===== src/rtl/rule_cfg_loader.sv =====
// rule_cfg_loader: turns host config packets (header + addr/data pairs) into single-cycle rule-write strobes.
// Latency: immediate mode strobes 1 cycle after each data word; commit mode replays N pairs in N cycles after eop.
// Backpressure: o_cfg_ready drops only while a committed packet is being replayed, otherwise every word is taken.
module rule_cfg_loader #(
   parameter logic [15:0] MAGIC     = 16'h5A5A,
   parameter int          BUF_DEPTH = 16,
   parameter int          CNT_WIDTH = 16
) (
   input  logic                 i_clk,
   input  logic                 i_rst_n,
   input  logic                 i_cfg_valid,
   input  logic [31:0]          i_cfg_data,
   input  logic                 i_cfg_sop,
   input  logic                 i_cfg_eop,
   output logic                 o_cfg_ready,
   output logic                 o_rule_wren,
   output logic [31:0]          o_rule_addr,
   output logic [31:0]          o_rule_wdata,
   output logic [CNT_WIDTH-1:0] o_pkt_ok_cnt,
   output logic [CNT_WIDTH-1:0] o_pkt_err_cnt,
   output logic                 o_busy
);

   localparam int         PW      = $clog2(BUF_DEPTH);
   localparam logic [8:0] DEPTH_W = 9'(BUF_DEPTH);

   typedef enum logic [2:0] {IDLE, ADDR, DATA, DROP, REPLAY} state_t;

   typedef struct packed {
      logic [15:0] magic;
      logic [7:0]  cmd;
      logic [7:0]  n;
   } hdr_t;

   typedef struct packed {
      logic [31:0] addr;
      logic [31:0] data;
   } pair_t;

   state_t      state, state_nxt;
   hdr_t        hdr;
   pair_t       pair_buf [BUF_DEPTH];
   logic [7:0]  rem;
   logic [7:0]  rem_dec;
   logic        commit_mode;
   logic [31:0] pend_addr;
   logic [PW:0] wr_ptr;
   logic [PW-1:0] rd_ptr;
   logic        accept;
   logic        hdr_good;
   logic        abort;

   logic        load_hdr, latch_addr, push, issue, replay_out, ptr_clr, ok_inc;
   logic [1:0]  err_inc;

   assign hdr         = i_cfg_data;
   assign o_cfg_ready = (state != REPLAY);
   assign o_busy      = (state != IDLE);
   assign accept      = i_cfg_valid && o_cfg_ready;
   assign rem_dec     = rem - 8'd1;
   assign abort       = (state == ADDR) || (state == DATA);
   assign hdr_good    = (hdr.magic == MAGIC) && (hdr.n != 8'd0) &&
                        ((hdr.cmd == 8'h01) || ((hdr.cmd == 8'h02) && ({1'b0, hdr.n} <= DEPTH_W)));

   function automatic logic [CNT_WIDTH-1:0] sat_add(input logic [CNT_WIDTH-1:0] c, input logic [1:0] inc);
      logic [CNT_WIDTH:0] s;
      s = {1'b0, c} + {{(CNT_WIDTH-1){1'b0}}, inc};
      return s[CNT_WIDTH] ? {CNT_WIDTH{1'b1}} : s[CNT_WIDTH-1:0];
   endfunction

   // state register
   always_ff @(posedge i_clk or negedge i_rst_n) begin
      if (!i_rst_n) state <= IDLE;
      else          state <= state_nxt;
   end

   // next state and per-cycle control decisions
   always_comb begin
      state_nxt  = state;
      load_hdr   = 1'b0;
      latch_addr = 1'b0;
      push       = 1'b0;
      issue      = 1'b0;
      replay_out = 1'b0;
      ptr_clr    = 1'b0;
      ok_inc     = 1'b0;
      err_inc    = 2'd0;
      if (state == REPLAY) begin
         replay_out = 1'b1;
         if (({1'b0, rd_ptr} + (PW+1)'(1)) == wr_ptr) begin
            ok_inc    = 1'b1;
            ptr_clr   = 1'b1;
            state_nxt = IDLE;
         end
      end else if (accept && i_cfg_sop) begin
         // a header always restarts parsing; an interrupted packet costs one error
         ptr_clr = 1'b1;
         if (hdr_good && !i_cfg_eop) begin
            err_inc   = {1'b0, abort};
            load_hdr  = 1'b1;
            state_nxt = ADDR;
         end else begin
            err_inc   = {1'b0, abort} + 2'd1;
            state_nxt = (!hdr_good && !i_cfg_eop) ? DROP : IDLE;
         end
      end else if (accept) begin
         case (state)
            ADDR: begin
               latch_addr = 1'b1;
               if (i_cfg_eop) begin
                  err_inc   = 2'd1;
                  ptr_clr   = 1'b1;
                  state_nxt = IDLE;
               end else begin
                  state_nxt = DATA;
               end
            end
            DATA: begin
               if (commit_mode) push = 1'b1;
               else             issue = 1'b1;
               if (rem_dec == 8'd0) begin
                  if (i_cfg_eop) begin
                     ok_inc    = !commit_mode;
                     state_nxt = commit_mode ? REPLAY : IDLE;
                  end else begin
                     err_inc   = 2'd1;
                     ptr_clr   = 1'b1;
                     state_nxt = DROP;
                  end
               end else if (i_cfg_eop) begin
                  err_inc   = 2'd1;
                  ptr_clr   = 1'b1;
                  state_nxt = IDLE;
               end else begin
                  state_nxt = ADDR;
               end
            end
            DROP: begin
               if (i_cfg_eop) state_nxt = IDLE;
            end
            default: ;
         endcase
      end
   end

   // datapath: counters, pointers, pending address and rule-write outputs
   always_ff @(posedge i_clk or negedge i_rst_n) begin
      if (!i_rst_n) begin
         rem           <= 8'd0;
         commit_mode   <= 1'b0;
         pend_addr     <= 32'd0;
         wr_ptr        <= '0;
         rd_ptr        <= '0;
         o_rule_wren   <= 1'b0;
         o_rule_addr   <= 32'd0;
         o_rule_wdata  <= 32'd0;
         o_pkt_ok_cnt  <= '0;
         o_pkt_err_cnt <= '0;
      end else begin
         if (load_hdr) begin
            rem         <= hdr.n;
            commit_mode <= (hdr.cmd == 8'h02);
         end else if (push || issue) begin
            rem <= rem_dec;
         end
         if (latch_addr) pend_addr <= i_cfg_data;
         // a clear outranks a push so an aborted commit packet leaves nothing behind
         if (ptr_clr)   wr_ptr <= '0;
         else if (push) wr_ptr <= wr_ptr + (PW+1)'(1);
         if (ptr_clr)         rd_ptr <= '0;
         else if (replay_out) rd_ptr <= rd_ptr + PW'(1);
         o_rule_wren <= issue || replay_out;
         if (issue) begin
            o_rule_addr  <= pend_addr;
            o_rule_wdata <= i_cfg_data;
         end else if (replay_out) begin
            o_rule_addr  <= pair_buf[rd_ptr].addr;
            o_rule_wdata <= pair_buf[rd_ptr].data;
         end
         if (ok_inc)          o_pkt_ok_cnt  <= sat_add(o_pkt_ok_cnt, 2'd1);
         if (err_inc != 2'd0) o_pkt_err_cnt <= sat_add(o_pkt_err_cnt, err_inc);
      end
   end

   // commit-mode pair storage; contents are only meaningful below wr_ptr
   always_ff @(posedge i_clk) begin
      if (push) pair_buf[wr_ptr[PW-1:0]] <= '{addr: pend_addr, data: i_cfg_data};
   end

endmodule


===== config.mk =====
export PLATFORM = sky130hd
export DESIGN_NAME = rule_cfg_loader
export DESIGN_NICKNAME = d
export VERILOG_FILES = /design/src/rtl/rule_cfg_loader.sv
export SDC_FILE = /design/constraint.sdc
export NUM_CORES = 1
export LEC_CHECK = 0
export ABC_AREA = 0
export CAP_MARGIN = 20
export CORE_ASPECT_RATIO = 1.1
export CORE_MARGIN = 5
export CORE_UTILIZATION = 45
export DETAILED_ROUTE_END_ITERATION = 10
export GPL_TIMING_DRIVEN = 0
export PLACE_DENSITY = 0.71
export SLEW_MARGIN = 15
export SYNTH_ARGS = -nofsm -noshare
export SYNTH_HDL_FRONTEND = slang
export SYNTH_SLANG_ARGS = --single-unit

===== constraint.sdc =====
create_clock -name i_clk -period 6.3 [get_ports i_clk]
set_clock_uncertainty 0.2 [all_clocks]
set_input_delay 0.945 -clock i_clk [delete_from_list [all_inputs] [get_ports i_clk]]
set_output_delay 0.945 -clock i_clk [all_outputs]
set_load 0.02 [all_outputs]

* After elaboration in Yosys (flattened, before gate mapping)
Memory sizes are Yosys's and may differ from the RTL's.
Cells that the tools add are included.
W data, S select, Z words.
** Cells by class
- Add/subtract/negate cells :: 7
- Magnitude comparators :: 1
- Equal/unequal tests :: 11
- Multiplexer cells :: 67
- Reductions and logical operators :: 25
** Operators by type and width (count)
- $mux W32 :: 4
- $mux W1 :: 36
- $mux W16 :: 2
- $mux W3 :: 8
- $add A16 B1 Y17 const B :: 1
- $add A16 B2 Y17 :: 1
- $eq A16 B15 Y1 const B :: 1
- $mux W2 :: 8
- $mux W8 :: 2
- $mux W5 :: 2
- $reduce_bool A2 Y1 :: 5
- $pmux W3 S3 :: 1
- $eq A8 B1 Y1 const B :: 1
- $eq A8 B2 Y1 const B :: 1
- $le A8 B5 Y1 const B :: 1
- $logic_not A8 Y1 :: 1
- $mux W4 :: 2
- $reduce_bool A8 Y1 :: 1
- $sub A8 B1 Y8 const B :: 1
- $logic_and A1 B1 Y1 :: 7
- $eq A3 B2 Y1 const B :: 2
- $reduce_bool A3 Y1 :: 2
- $add A4 B1 Y5 const B :: 1
- $add A5 B1 Y5 const B :: 1
- 14 further kinds :: 19
** Storage, ports and cells
- Bits in registers :: 150
- RAM bits :: 1024
- Logic and storage cells :: 123
- Memories :: 1
** Memory list
- pair_buf :: words 16, width 64, rd ports 1, clocked after Yosys merged registers in 0, wr ports 1, line 42 : pair_t pair_buf [BUF_DEPTH];

* Longest topological paths before layout
Gate-level depths: netlist of the first run.
- Depth after elaboration :: 10
- Gate-level depth with buffers :: 20

* Worst setup path after synthesis of the first run
Ideal clock, no wire load.
- Path type :: input to register
- From :: input i_cfg_sop
- To :: memory pair_buf[2][0] (netlist bit) (enable)
- Setup time :: 0.565 ns
- Data arrival time :: 6.371 ns
- Required time :: 5.535 ns
- Slack :: -0.835 ns
- Stages :: 6
- Path through :: clkbuf_1 > nor4b_2 > and3_1 > clkbuf_1 > nand2_1 > nor3_1
** Between the ends
- Longest elaborated chain between the ends :: 5
** Ends and longest elaborated chain
- start, declared :: line 13 : input logic i_cfg_sop,
- $logic_and A1 B1 Y1 :: line 95 : end else if (accept && i_cfg_sop) begin
- $mux W1 :: line 95
- $mux W1 :: line 88 : if (state == REPLAY) begin
- $mux W1 :: line 187 : if (push) pair_buf[wr_ptr[PW-1:0]] <= '{addr: pend_addr, data: i_cfg_data};
- $mux W1 (implied by the code) :: line 187
- end, declared :: line 42
No other way between the ends.

* Final worst setup path of the first run
- From :: input i_cfg_data[13]
- To :: register o_pkt_err_cnt[5]
** Between the ends
- Longest elaborated chain between the ends :: 10
** Ends and longest elaborated chain
- start, declared :: line 12 : input logic [31:0] i_cfg_data,
- $eq A8 B2 Y1 :: line 63 : ((hdr.cmd == 8'h01) || ((hdr.cmd == 8'h02) && ({1'b0, hdr.n} <= DEPTH_W)));
- $logic_and A1 B1 Y1 :: line 63
- $logic_or A1 B1 Y1 * :: line 63
- $logic_and A1 B1 Y1 * :: line 62 : assign hdr_good = (hdr.magic == MAGIC) && (hdr.n != 8'd0) &&
- $logic_and A1 B1 Y1 * :: line 98 : if (hdr_good && !i_cfg_eop) begin
- $mux W2 * :: line 98
- $mux W2 * :: line 95
- $mux W2 * :: line 88
- $add A16 B2 Y17 :: line 67 : s = {1'b0, c} + {{(CNT_WIDTH-1){1'b0}}, inc};
- $mux W16 :: line 68 : return s[CNT_WIDTH] ? {CNT_WIDTH{1'b1}} : s[CNT_WIDTH-1:0];
- end signal, assigned :: line 181 : if (err_inc != 2'd0) o_pkt_err_cnt <= sat_add(o_pkt_err_cnt, err_inc);
- end, declared :: line 20 : output logic [CNT_WIDTH-1:0] o_pkt_err_cnt,
Every way passes the cells marked *; elsewhere a longest branch is shown, timed or not.
A chain may end at the register's enable or synchronous reset.

==> results of run 1 <==
[sequential cells by signal, summed over array words and instances, names as in the netlist]
signal / count
rem: 8
o_pkt_err_cnt: 16
wr_ptr: 5
o_pkt_ok_cnt: 16
o_rule_addr: 32
o_rule_wren: 1
rd_ptr: 4
commit_mode: 1
state: 3
pair_buf: 1024
o_rule_wdata: 32
pend_addr: 32
[through the flow]
step                      area, µm²   util
after floorplan               45600      -
final                         53500  0.531
after global placement        48600  0.483
after CTS                     53400  0.531
after detailed placement      49900  0.496
after global routing          53400  0.531
[final cells by class]
cell class              count  area, µm²  area share
clock inverters            51        578      0.0108
inverters                  18       67.6     0.00126
well taps                1302       1630      0.0305
multi-input cells         984      10600       0.198
flip-flops and latches   1174      34500       0.646
diodes                      4       10.0    0.000187
clock buffers             152       2990      0.0559
repair buffers            195       2520      0.0471
plain buffers             137        572      0.0107
[synth_stat cells, types with 10 or more instances]
library cell  instances  area [µm²]
edfxtp_1           1024       30700
mux4_2              256        5770
a21oi_1             211        1060
dfrtp_1             150        3750
a22oi_1             131         983
nor2_1               97         364
clkbuf_1             90         338
mux2_2               49         552
nand2_1              46         173
buf_2                32         160
inv_1                18        67.6
nand3_1              17        85.1
xnor2_1              15         131
buf_1                13        48.8
and3_1               12        75.1
ha_1                 12         150
nor3_1               10        50.1
o21ai_0              10        50.1
[routing by layer]
layer | up-vias | wire length, µm | global-route usage
met4 | 8 | 3220 | 0.0678
met1 | 12900 | 42600 | 0.272
met2 | 1233 | 58800 | 0.364
met3 | 222 | 8900 | 0.0362
li1 | 10100 | - | -
met5 | - | 57 | 0
[cells by family (layout without fill, tap and decap cells)]
logic type,count (synthesis),in the layout,synth area share
mux,313,313,0.140
compound gates,394,394,0.0542
other cells,0,4,0
simple gates,243,243,0.0267
flops,1174,1174,0.757
fa+ha+maj,13,13,0.00373
xor+xnor,21,21,0.00404
buf+inv,155,553,0.0140
[power by group through the flow]
stage	Clock [mW]	Sequential (mW)	Combinational, mW
6_report	6.58	10.1	1.64
5_1_grt	6.99	10.2	1.77
4_1_cts	6.65	10.1	1.66
3_5_place_dp	0	10.2	1.65
3_3_place_gp	0	10.2	1.60
2_1_floorplan	0	10.1	0.606
[worst reg2reg max path: stages, from the launching register on]
cell      delay, ps
dfrtp_1         350
buf_2           170
nor3b_2         220
inv_1           120
clkbuf_1        550
clkbuf_2        700
clkbuf_1        750
nand4_1         270
fa_1            430
nand2b_1        180
nor4b_1         310
a21boi_2        480
nand3_1         220
clkbuf_1        260
o21ai_0         150
[final timing paths]
path                                                   start                       endpoint  slack, ps  cells after the start
worst min-delay path                                 i_rst_n  o_pkt_err_cnt[13]$_DFFE_PN0P_         40                      1
worst max register to register          state[2]$_DFFE_PN0P_   o_pkt_err_cnt[5]$_DFFE_PN0P_        870                     14
worst max-delay path                          i_cfg_data[13]   o_pkt_err_cnt[5]$_DFFE_PN0P_        590                     17
min in group i_clk              o_pkt_err_cnt[0]$_DFFE_PN0P_   o_pkt_err_cnt[0]$_DFFE_PN0P_        360                      2
max in group asynchronous                            i_rst_n   o_rule_wdata[30]$_DFFE_PN0P_       4950                      2
worst min register to register  o_pkt_err_cnt[0]$_DFFE_PN0P_   o_pkt_err_cnt[0]$_DFFE_PN0P_        360                      2
==> results.json, run 1 <==
{
  "avgSynthCellArea_um2": 19.7,
  "final_common_cell": "edfxtp_1",
  "port_buffers": 134,
  "outcome": "finished, final reports clean",
  "firstDrtPassIters": 5,
  "critPathLaunchType": "input pin",
  "fill_cells": 7488,
  "h-tree-depth": 3,
  "max_freq_ghz": 0.175,
  "grt_overflow": 0,
  "drive_above_1_share": 0.218,
  "io-pin-count": 136,
  "worst_slew_pin_slew_ps": 1110,
  "pwr-share-comb": 0.090,
  "whs_ps": 36.8,
  "synth_warnings": 0,
  "power_frac_seq": 0.551,
  "cts_setup_buffers": 0,
  "die_w_um": 313,
  "final_cells": 4017,
  "timing.final.ws_setup_ps": 587,
  "gp_congestion": 0.836,
  "grt_pass1_wl_um": 168000,
  "layout_common_cells": "edfxtp_1, mux4_2, a21oi_1, dfrtp_1, clkdlybuf4s50_1",
  "die-height_um": 344,
  "cts_sinks": 1174,
  "ys_ff_latch": 1174,
  "synth.yosys.seq_area_share": 0.757,
  "place_inst": 3809,
  "antenna_found_initial": 5,
  "critPathArrivalTime_ps": 6100,
  "syn_inst": 2313,
  "sw_frac_of_total": 0.246,
  "via_per_inst": 6.11,
  "synth_ff_type": "edfxtp_1",
  "p_int_mw": 13.8,
  "crit_type": "in2reg",
  "tns_ps": 0,
  "worstPathCellList": "clkdlybuf4s50_1, nor4_1, nand2_1, a2111oi_2, nand2_1, ha_1, inv_1, a21oi_1, ha_1, inv_1, fa_1, nand2b_1, nor4b_1, a21boi_2, nand3_1, clkbuf_1, o21ai_0",
  "critical-path-top-delay-family": "simple AND/OR/NAND/NOR gates",
  "cap_violations": 0,
  "p_leak_nw": 17.1,
  "remaining_drc_errors": 0,
  "switchingPower_mw": 4.51,
  "syn_area_um2": 45600,
  "place_ws_ps": -46.2,
  "async_flop_share": 0.128,
  "first_global_vias": 25300,
  "rows": 122,
  "grt_max_degree": 78,
  "path_max_fanout": 19,
  "grtUsageTotal": 0.209,
  "via_count": 24500,
  "area_growth_pct": 17.3,
  "core-area_um2": 101000,
  "avgRoutedWirePerCell_um": 28.3,
  "final.period_utilization": 0.907,
  "power_mw": 18.3,
  "min_path_type": "in2async",
  "synth_edf_count": 1024,
  "numCtsBuffers": 108,
  "hpwl_um": 73600,
  "path_buf_inv": 4,
  "clock_power_share": 0.359,
  "drt_wl_total_um": 114000,
  "rsz0062_at_grt": "false",
  "critPathSlowestCell": "clkdlybuf4s50_1",
  "timing.slew.headroom": 0.257,
  "slew_violations": 0,
  "cellPowerDensity_nw_per_um2": 343,
  "die_area_um2": 108000,
  "start_util": 0.453,
  "cts_tree": "built",
  "clk_pin_slew_worst_paths_ps": 60,
  "synth_nets": 2363,
  "cts_resized": 0,
  "hold_viol": 0,
  "root_buffer": "clkbuf_16",
  "cts_hold_buf": 0,
  "peakVddDrop_v": 0.000226,
  "crit_required_ps": 6690,
  "drtAntennaViolNets": 0,
  "final_nets": 2668,
  "final.min_clock_period_ps": 5710,
  "cts.path.max_buffers": 3,
  "setup_viol": 0,
  "synth_cell_type_count": 67,
  "initialDrtViolationCount": 2780,
  "endpoint_kind": "register",
  "slowest_delay_ps": 790,
  "clk_latency_ps": 680
}
No activity file was read; power rests on OpenSTA's default activity.
==> run 2: changes to the inputs <==
- CORE_MARGIN: 5 -> default
- CORE_UTILIZATION: 45 -> 49
- PLACE_DENSITY: 0.71 -> 0.75
==> run 2 against run 1 <==
  * Critical path depth unchanged
  * Setup slack worse by 150 ps
  * Clock power rose by 2%
  * Utilization grew 5.2 points
  * Design area about the same
  * Die area down 13%
  * First-iteration DRC count increased by 3.6%
  * Count of clock-buffer cells in the layout is 16 lower
  * Largest power group unchanged
==> results.json, run 2 (same netlist as run 1, synthesis figures left out) <==
{
  "slew_violations": 0,
  "die-height_um": 322,
  "core-area_um2": 91600,
  "min_path_type": "in2async",
  "final.period_utilization": 0.930,
  "critPathArrivalTime_ps": 6270,
  "setup_viol": 0,
  "cts_hold_buf": 0,
  "cellPowerDensity_nw_per_um2": 345,
  "port_buffers": 134,
  "final_cells": 3946,
  "fin_util": 0.583,
  "peakVddDrop_v": 0.000277,
  "cts_tree": "built",
  "max_freq_ghz": 0.171,
  "grt_pass1_wl_um": 171000,
  "drtAntennaViolNets": 0,
  "area_growth_pct": 17.1,
  "cts_resized": 0,
  "die_area_um2": 94200,
  "firstDrtPassIters": 6,
  "p_leak_nw": 17.1,
  "root_buffer": "clkbuf_16",
  "clk_pin_slew_worst_paths_ps": 60,
  "first_global_vias": 26300,
  "grt_overflow": 0,
  "final_common_cell": "edfxtp_1",
  "remaining_drc_errors": 0,
  "die_w_um": 293,
  "final_nets": 2664,
  "endpoint_kind": "register",
  "largest_reg_flops": 1024,
  "rows": 116,
  "cts_setup_buffers": 0,
  "initialDrtViolationCount": 2879,
  "gp_congestion": 0.832,
  "start_util": 0.498,
  "antenna_found_initial": 1,
  "cap_violations": 0,
  "critPathLaunchType": "input pin",
  "io-pin-count": 136,
  "grt_max_degree": 91,
  "timing.slew.headroom": 0.203,
  "drt_wl_total_um": 117000,
  "drive_above_1_share": 0.222,
  "crit_required_ps": 6700,
  "hpwl_um": 72400,
  "crit_type": "in2reg",
  "clk_latency_ps": 700,
  "cts_sinks": 1174,
  "power_mw": 18.4,
  "via_per_inst": 6.34,
  "rsz0062_at_grt": "false",
  "final.min_clock_period_ps": 5860,
  "place_inst": 3744,
  "cts.path.max_buffers": 3,
  "via_count": 25000,
  "grtUsageTotal": 0.250,
  "hold_viol": 0,
  "worst_slew_pin_slew_ps": 1200,
  "path_max_fanout": 19,
  "outcome": "finished, final reports clean",
  "layout_common_cells": "edfxtp_1, mux4_2, a21oi_1, dfrtp_1, clkdlybuf4s50_1",
  "h-tree-depth": 3,
  "avgRoutedWirePerCell_um": 29.6,
  "numCtsBuffers": 106,
  "antenna-diode-count": 0
}
[run 2: worst paths after layout]
kind | startpoint | end | slack (ps) | depth (start not counted)
setup / recovery | i_cfg_data[18] | o_pkt_err_cnt[5]$_DFFE_PN0P_ | 440 | 17
setup reg to reg | state[2]$_DFFE_PN0P_ | o_pkt_err_cnt[5]$_DFFE_PN0P_ | 810 | 14
hold reg to reg | o_pkt_ok_cnt[0]$_DFFE_PN0P_ | o_pkt_ok_cnt[0]$_DFFE_PN0P_ | 350 | 1
hold / removal | i_rst_n | o_pkt_err_cnt[9]$_DFFE_PN0P_ | 20 | 1
max in group asynchronous | i_rst_n | o_rule_addr[1]$_DFFE_PN0P_ | 4930 | 2
min in group i_clk | o_pkt_ok_cnt[0]$_DFFE_PN0P_ | o_pkt_ok_cnt[0]$_DFFE_PN0P_ | 350 | 1
[run 2: stage by stage]
stage / hold WS, ps / cell area [µm²] / TNS [ps] / worst slack (ps)
global placement: 328 / 48500 / -2833560 / -3150
finish: 23.7 / 53400 / 0 / 439
floorplan: 330 / 45600 / 0 / 881
CTS: 31.0 / 53400 / 0 / 382
global route: 61.4 / 53400 / 0 / 11.3
detailed placement: 330 / 49700 / -3110 / -321
[run 2: routing by layer]
metal | vias to the layer above | share of wire | GRT usage
met4 | 2 | 0.043 | 0.111
met2 | 1485 | 0.51 | 0.430
met3 | 300 | 0.087 | 0.0437
met1 | 13100 | 0.36 | 0.313
li1 | 10100 | - | -
met5 | - | 0.00011 | 0
[run 2: critical path, stage by stage]
cell and delay, ps:
clkdlybuf4s50_1 960, nor4b_1 490, nand4_1 270, a2111oi_2 570, nand2_1 160, ha_1 330, inv_1 50, a21oi_1 140
ha_1 200, inv_1 70, fa_1 400, nand2b_1 180, nor4b_1 340, a21boi_2 490, nand3_1 210, clkbuf_1 280
o21ai_0 150
[run 2: area by class of cell]
type	count	area, µm²
flip-flops and latches	1174	34500
well taps	1239	1550
plain buffers	137	573
multi-input cells	984	10600
clock inverters	65	738
fillers	6336	38200
inverters	18	67.6
clock buffers	136	2900
repair buffers	193	2490
[run 2: report_power, final]
group,switching [mW],leakage (nW),internal (mW)
sequential,0.796,11.0,9.29
clock,2.89,1.79,3.81
combinational,0.898,4.33,0.749
total,4.58,17.1,13.9
